===== src/rtl/immed_gen_pipe.sv =====
// immed_gen_pipe: RISC-V immediate decode with PC-relative target, buffered in a small valid/ready FIFO
module immed_gen_pipe #(
  parameter int XLEN       = 32,
  parameter int FIFO_DEPTH = 2
) (
  input  logic                          CLK,
  input  logic                          RST,
  input  logic                          flush,
  input  logic                          in_valid,
  output logic                          in_ready,
  input  logic [31:0]                   in_instr,
  input  logic [XLEN-1:0]               in_pc,
  output logic                          out_valid,
  input  logic                          out_ready,
  output logic [XLEN-1:0]               out_imm,
  output logic [2:0]                    out_fmt,
  output logic [XLEN-1:0]               out_target,
  output logic [$clog2(FIFO_DEPTH):0]   out_count
);
  localparam int AW = $clog2(FIFO_DEPTH);
  localparam int CW = AW + 1;
  logic [6:0]      op;
  logic [2:0]      fmt;
  logic [XLEN-1:0] imm, tgt;
  logic [XLEN-1:0] imm_q [FIFO_DEPTH];
  logic [XLEN-1:0] tgt_q [FIFO_DEPTH];
  logic [2:0]      fmt_q [FIFO_DEPTH];
  logic [AW-1:0]   wp, rp;
  logic [CW-1:0]   cnt;
  logic            rdy_q, push, pop;
  // decode format, immediate and target from the incoming instruction
  always_comb begin
    op  = in_instr[6:0];
    fmt = (op == 7'h03 || op == 7'h13 || op == 7'h1B || op == 7'h67 || op == 7'h73) ? 3'd1 :
          (op == 7'h23) ? 3'd2 :
          (op == 7'h63) ? 3'd3 :
          (op == 7'h37 || op == 7'h17) ? 3'd4 :
          (op == 7'h6F) ? 3'd5 : 3'd0;
    imm = (fmt == 3'd1) ? {{(XLEN-11){in_instr[31]}}, in_instr[30:20]} :
          (fmt == 3'd2) ? {{(XLEN-11){in_instr[31]}}, in_instr[30:25], in_instr[11:7]} :
          (fmt == 3'd3) ? {{(XLEN-12){in_instr[31]}}, in_instr[7], in_instr[30:25], in_instr[11:8], 1'b0} :
          (fmt == 3'd4) ? {{(XLEN-31){in_instr[31]}}, in_instr[30:12], 12'b0} :
          (fmt == 3'd5) ? {{(XLEN-20){in_instr[31]}}, in_instr[19:12], in_instr[20], in_instr[30:21], 1'b0} :
          '0;
    tgt = (fmt == 3'd3 || fmt == 3'd5 || op == 7'h17) ? in_pc + imm : '0;
  end
  assign in_ready  = rdy_q && (cnt < CW'(FIFO_DEPTH));
  assign out_valid = (cnt != '0);
  assign push      = in_valid && in_ready;
  assign pop       = out_valid && out_ready;
  assign out_count = cnt;
  assign out_imm    = out_valid ? imm_q[rp] : '0;
  assign out_fmt    = out_valid ? fmt_q[rp] : '0;
  assign out_target = out_valid ? tgt_q[rp] : '0;
  // queue pointers and occupancy; reset beats flush, flush beats push/pop
  always_ff @(posedge CLK) begin
    if (RST) begin
      wp    <= '0;
      rp    <= '0;
      cnt   <= '0;
      rdy_q <= 1'b0;
    end else begin
      rdy_q <= 1'b1;
      if (flush) begin
        wp  <= '0;
        rp  <= '0;
        cnt <= '0;
      end else begin
        if (push) wp <= wp + AW'(1);
        if (pop) rp <= rp + AW'(1);
        cnt <= cnt + CW'(push) - CW'(pop);
      end
    end
  end
  // entry storage needs no reset since occupancy gates every read
  always_ff @(posedge CLK) begin
    if (!RST && !flush && push) begin
      imm_q[wp] <= imm;
      fmt_q[wp] <= fmt;
      tgt_q[wp] <= tgt;
    end
  end
endmodule


===== config.mk =====
export PLATFORM = sky130hd
export DESIGN_NAME = immed_gen_pipe
export DESIGN_NICKNAME = d
export VERILOG_FILES = /design/src/rtl/immed_gen_pipe.sv
export SDC_FILE = /design/constraint.sdc
export NUM_CORES = 1
export LEC_CHECK = 0
export ABC_AREA = 1
export BUFFER_PORTS_ARGS = -buffer_cell sky130_fd_sc_hd__clkbuf_2
export CORE_MARGIN = 5
export CORE_UTILIZATION = 57
export DETAILED_ROUTE_END_ITERATION = 7
export GPL_TIMING_DRIVEN = 1
export MAX_ROUTING_LAYER = met4
export PLACE_DENSITY = 0.83
export SLEW_MARGIN = 20
export SYNTH_ARGS = -nofsm -noshare
export SYNTH_HDL_FRONTEND = slang
export SYNTH_SLANG_ARGS = --single-unit
export TNS_END_PERCENT = 10

===== constraint.sdc =====
create_clock -name CLK -period 8.84 [get_ports CLK]
set_clock_uncertainty 0.1 [all_clocks]
set_input_delay 1.768 -clock CLK [delete_from_list [all_inputs] [get_ports CLK]]
set_output_delay 1.768 -clock CLK [all_outputs]
set_load 0.02 [all_outputs]

=== After elaboration in Yosys (flattened, before gate mapping) ===
Memory sizes are Yosys's and may differ from the RTL's. A register that Yosys moved wholly into a read port is not among the register bits.
Cells that the tools add are included.

* Bits in writable memories: 134
* Output and inout bits: 71
* Flip-flop bits (word level): 5
* Memory bits (read-only): 0
* Input port bits: 69
* Latch bits: 0
* Memories: 3
* Word-level logic and storage cells: 67

{| class="wikitable"
|+ Memory list
! name !! words !! width !! read ports !! clocked after memory_dff !! write ports !! RTL line !! text
|-
| imm_q || 2 || 32 || 1 || 1 || 1 || 25 || <nowiki>logic [XLEN-1:0] imm_q [FIFO_DEPTH];</nowiki>
|-
| tgt_q || 2 || 32 || 1 || 1 || 1 || 26 || <nowiki>logic [XLEN-1:0] tgt_q [FIFO_DEPTH];</nowiki>
|-
| fmt_q || 2 || 3 || 1 || 1 || 1 || 27 || <nowiki>logic [2:0] fmt_q [FIFO_DEPTH];</nowiki>
|}

* Reduce and logical (&&, ||, !) cells: 16
* Shift-type cells: 0
* Mux-type cells: 23
* Div/mod/pow operators: 0
* Multipliers: 0
* Bitwise logic cells: 0
* $lt $le $gt $ge: 1
* Eq/ne operators: 15
* $add $sub $neg: 5

{| class="wikitable"
|+ Operators with widths
! operator !! number
|-
| 32-bit 2-to-1 mux || 8
|-
| 32-bit adder || 1
|-
| 7-bit == test (second input constant) || 4
|-
| 7-bit by 5-bit == test with 1-bit output (second input constant) || 3
|-
| 3-bit 2-to-1 mux || 6
|-
| 7-bit by 6-bit == test with 1-bit output (second input constant) || 2
|-
| 1-bit 2-to-1 mux || 9
|-
| 7-bit by 2-bit == test with 1-bit output (second input constant) || 1
|-
| 1-bit logical OR || 7
|-
| 3-bit by 2-bit == test with 1-bit output (second input constant) || 2
|-
| 3-bit == test (second input constant) || 2
|-
| 1-bit logical AND || 5
|-
| 3-bit by 1-bit == test with 1-bit output (second input constant) || 1
|-
| 1-bit adder (second input constant) || 2
|-
| 2-bit by 1-bit adder with 2-bit output || 1
|-
| 1-bit logical NOT || 2
|-
| 2-bit < comparator (second input constant) || 1
|-
| 2-bit nonzero test || 1
|-
| 2-bit OR reduction || 1
|-
| 2-bit by 1-bit subtractor with 2-bit output || 1
|}

=== Logic depth before layout (Yosys ltp) ===
* Depth after elaboration: 14
* Depth in mapped cells: 23
* Gate-level depth less buffers: 23

=== Worst setup path before layout ===
OpenSTA, ideal clock, no wires.

* Path type: input to register
* From: in flush
* To: mem fmt_q[1][0], enable pin
* Path buffers: 1
* Stages on the path: 3
* Data arrival time: 6.825 ns
* Required time: 8.166 ns
* Library setup time: 0.574 ns
* Setup slack: 1.340 ns
* Path through: or2_2 > clkbuf_1 > nor3_1

* Cells in the longest elaborated chain, start to end: 5

{| class="wikitable"
|+ Ends and longest elaborated chain
! element !! RTL line !! text
|-
| start: declaration || 8 || <nowiki>input logic flush,</nowiki>
|-
| 1-bit logical NOT || 77 || <nowiki>if (!RST && !flush && push) begin</nowiki>
|-
| 1-bit logical AND (2 in series) || 77 ||
|-
| 1-bit 2-to-1 mux || 77 ||
|-
| 1-bit 2-to-1 mux (implied by the code) || 79 || <nowiki>fmt_q[wp] <= fmt;</nowiki>
|-
| end: declaration || 27 ||
|}

Every way passes these cells.

=== Final worst setup path ===
* From: in in_instr[3]
* To: mem tgt_q[0][22], data pin

* Cells in the longest elaborated chain, start to end: 14
* Elaborated cells on any way between the ends: 34
* Those cells by class: 1 x add/sub; 15 x eq/ne; 11 x mux; 7 x reduce/logical

{| class="wikitable"
|+ Ends and longest elaborated chain
! element !! RTL line !! text
|-
| start: declaration || 11 || <nowiki>input logic [31:0] in_instr,</nowiki>
|-
| 7-bit == test, or another cell as far along || 38 || <nowiki>(op == 7'h6F) ? 3'd5 : 3'd0;</nowiki>
|-
| 3-bit 2-to-1 mux, or another cell as far along || 38 ||
|-
| 3-bit 2-to-1 mux or 1-bit logical OR (tied branches) || 37, 34 ||
|-
| 3-bit 2-to-1 mux or 1-bit logical OR (tied branches) || 36, 34 ||
|-
| 3-bit 2-to-1 mux or 1-bit logical OR (tied branches) || 35, 34 ||
|-
| 3-bit 2-to-1 mux * || 34 || <nowiki>fmt = (op == 7'h03 || op == 7'h13 || op == 7'h1B || op == 7'h67 || op == 7'h73) ? 3'd1 :</nowiki>
|-
| 3-bit == test || 43 || <nowiki>(fmt == 3'd5) ? {{(XLEN-20){in_instr[31]}}, in_instr[19:12], in_instr[20], in_instr[30:21], 1'b0} :</nowiki>
|-
| 32-bit 2-to-1 mux || 43 ||
|-
| 32-bit 2-to-1 mux || 42 || <nowiki>(fmt == 3'd4) ? {{(XLEN-31){in_instr[31]}}, in_instr[30:12], 12'b0} :</nowiki>
|-
| 32-bit 2-to-1 mux || 41 || <nowiki>(fmt == 3'd3) ? {{(XLEN-12){in_instr[31]}}, in_instr[7], in_instr[30:25], in_instr[11:8], 1'b0} :</nowiki>
|-
| 32-bit 2-to-1 mux || 40 || <nowiki>(fmt == 3'd2) ? {{(XLEN-11){in_instr[31]}}, in_instr[30:25], in_instr[11:7]} :</nowiki>
|-
| 32-bit 2-to-1 mux * || 39 || <nowiki>imm = (fmt == 3'd1) ? {{(XLEN-11){in_instr[31]}}, in_instr[30:20]} :</nowiki>
|-
| via imm[11] || 24 || <nowiki>logic [XLEN-1:0] imm, tgt;</nowiki>
|-
| 32-bit adder * || 45 || <nowiki>tgt = (fmt == 3'd3 || fmt == 3'd5 || op == 7'h17) ? in_pc + imm : '0;</nowiki>
|-
| 32-bit 2-to-1 mux * || 45 ||
|-
| via tgt[22] || 24 ||
|-
| end: declaration || 26 ||
|}

Mark *: on every way through the listed nets, which the timed path passes. The rest lies on a longest branch.

==> key figures <==
Outcome
  – Status: finished clean

STA
  – Max Freq: between 0.2 and 0.25 GHz
  – RSZ-0062 raised after global routing: no
  – Worst Tran Pin Value: slightly above 900 ps
  – Total negative slack: 0 ps
  – Finish-stage setup viols: 0
  – Slew Limit Fails: 0
  – Fin crit share: approximately 50%
  – Slew margin rel.: between 30% and 40%
  – Final Critical Period: 4430 ps
  – Final Hold Vio Count: 0

Clocking
  – H-tree depth: 4
  – Post-CTS setup buffers: 0
  – Cts hold-fix bufs: 0
  – Root Driver: clkbuf_16
  – Clock buffer depth: 2
  – Total CTS buffers: 17
  – CTS sink count: 140
  – CTS tree: built
  – Worst skew pair latency: about 430 ps
  – Clock-pin slew on the worst setup and hold paths: around 60 ps
  – # resized after CTS: 0

Die
  – Die area: around 17,000 sq um
  – Placement Rows: 44
  – Die height: approximately 130 um
  – Initial core utilization: a little under three fifths
  – Die Wd: 130 um
  – Ports: 140
  – Core box area: between 10,000 and 15,000 sq um

Power
  – Power Density: around 170 nW/um^2
  – Leakage Power: approximately 4.7 nW
  – Maximum VDD drop: between 0.1 and 0.15 mV

Synthesis
  – Distinct cells, synth: 46
  – Post-synth EDFFs: 134
  – Sequential area share after synthesis: approximately 50%
  – Async SR Flop Fraction: 0%
  – Main synth FF type: edfxtp_1
  – Mapped cell area: 8240 sq um
  – Syn_nets: ~1.1k
  – Gate Count Post-Synth: between 900 and 1k
  – Ys Warns: 0
  – FF+latch count, synth: 140
  – Syn avg cell area: ~8.6 sq um

Finish
  – Antenna Cells: 0
  – Most common cell after layout, fill and taps aside: nand2_1
  – Share of cells above drive strength 1: between 20% and 30%
  – Post-route cell area: ~9700 sq um
  – Layout area overhead: 17.3%
  – Filler Cells Inserted: between 1k and 1.5k
  – Final core occ: 67.3%
  – Non-filler cells, final: 1,289
  – Most frequent cells in the layout: nand2_1 (329), clkbuf_2 (139), edfxtp_1 (134)
  – Nets: between 1k and 1.5k

Route
  – Vias per inst: about 5.4
  – WL/cell: 16.5 um
  – Residual DRC: 0
  – Drt first-iter violations: 512
  – Drt total wl: 21,200 um
  – Vias: between 6k and 7k
  – ANT nets after route: 0
  – 1st-pass router iterations: 5

Placement
  – Placer Congestion: around 0.95
  – DPL Wire Length: 15,100 um
  – Port Buffer Count: ~140
  – Cell Count Post-Placement: approximately 1.3k
  – Post-placement cell area: just over 9000 sq um

Worst setup path
  – WS Path Type: in -> reg
  – Crit path max fanout: 13
  – Crit start category: primary input
  – Data required, critical path: ~9000 ps
  – Worst path cell trace: clkbuf_2 > inv_1 > nand2_1 > nor2_4 > nand2_1 > nand2_2 > o21ai_0 > o21ai_0 > ha_1 > a21oi_1 > o21ai_0 > a21oi_1 > nand2_2 > nand2_1 > nand2_1 > nand2_1 > nand2_1 > nor2_1
  – Max stage delay on crit path: 550 ps
  – WP data arrival: roughly 4600 ps
  – Slowest stage cell, crit path: o21ai_0
  – CP bufs+invs: 2
  – Most used cell, CP: nand2_1
  – CP top delay family: simple AND/OR/NAND/NOR gates
  – Crit. End Element: register

Global route
  – Global route total overflow: 0
  – Total track usage: 26.2%
  – Initial antenna violation count: 0
  – Vias in the first global route: between 6k and 7k
  – First-pass GRT wire length: ~33,000 um
  – Pin count of the biggest net entering global routing: between 60 and 70

Hold path
  – Worst Hold Class: reg -> reg

Flow run
  – Max-cap violations: 0
## path summary, 6_finish.rpt
| kind | start | endpoint | slack [ps] | cells after the start |
|---|---|---|---|---|
| hold reg to reg | rp$_SDFFE_PP0P_ | rp$_SDFFE_PP0P_ | 390 | 2 |
| hold / removal | rp$_SDFFE_PP0P_ | rp$_SDFFE_PP0P_ | 390 | 2 |
| setup reg to reg | out_count[1]$_SDFF_PP0_ | out_count[1]$_SDFF_PP0_ | 6360 | 10 |
| setup / recovery | in_instr[3] | tgt_q[0][22]$_DFFE_PP_ | 4410 | 18 |
## layout make-up
cell class                      instances  area, sq um  area share [%]
Sequential cell                       140         4150            42.9
Multi-Input combinational cell        693         3600            37.2
Inverter                               96          365            3.78
Tap cell                              184          230            2.38
Clock buffer                           18          429            4.44
Clock inverter                         14          168            1.73
Timing Repair Buffer                  144          733            7.58
## Yosys cell counts (4+ instances only)
cell type | instances | area share [%]
a21oi_1 | 114 | 6.9
buf_2 | 10 | 0.61
buf_6 | 4 | 0.55
clkbuf_1 | 11 | 0.50
dfxtp_1 | 6 | 1.5
edfxtp_1 | 134 | 49
ha_1 | 40 | 6.1
inv_1 | 86 | 3.9
inv_2 | 8 | 0.36
nand2_1 | 329 | 15
nand2_2 | 18 | 1.4
nand3_1 | 24 | 1.5
nor2_1 | 78 | 3.6
nor3_1 | 4 | 0.24
o211ai_2 | 7 | 1.1
o21ai_0 | 20 | 1.2
o21bai_1 | 6 | 0.55
xnor2_1 | 12 | 1.3
## through the flow
step | hold WS (ps) | total power, mW | setup slack [ps]
floorplan | 340 | 0.869 | 1340
global placement | 350 | 0.936 | 4090
detailed placement | 375 | 0.938 | 4030
CTS | 389 | 1.65 | 4480
global route | 403 | 1.70 | 4080
finish | 389 | 1.64 | 4410
## sequential cells by signal (all words and copies together), names as in the netlist, named ones only
signal     cells
rp             1
tgt_q         64
wp             1
rdy_q          1
out_count      2
imm_q         64
fmt_q          6
## cells by family (layout without fill, tap and decap cells)
| logic type | after synthesis | after routing | share of synthesized area, % |
|---|---|---|---|
| AND/OR/NAND/NOR | 478 | 478 | 24.2 |
| AO/OA/AOI/OAI | 161 | 161 | 11.4 |
| flip-flops | 140 | 140 | 50.3 |
| buffers and inverters | 125 | 272 | 6.36 |
| adder cells (fa/ha/maj) | 41 | 41 | 6.31 |
| XOR/XNOR | 13 | 13 | 1.38 |
## worst reg2reg max path, stage by stage (launching register included)
cell and delay (ps):
dfxtp_1 370, nor2_4 110, buf_4 620, inv_1 140, nand2_1 140, inv_1 50, ha_1 270, inv_1 40
ha_1 180, or2_2 290, a21oi_1 110
## metal layers
layer,vias up,global-route usage (%),share of wire (%)
li1,3453,-,-
met3,27,4.83,6.6
met4,0,7.33,1.5
met2,255,41.2,48
met5,-,-,0
met1,3223,35.2,44
## power breakdown
part / switching (mW) / internal, mW
combinational: 0.131 / 0.0623
clock: 0.275 / 0.444
sequential: 0.00266 / 0.730
(Power assumes the default switching activity.)
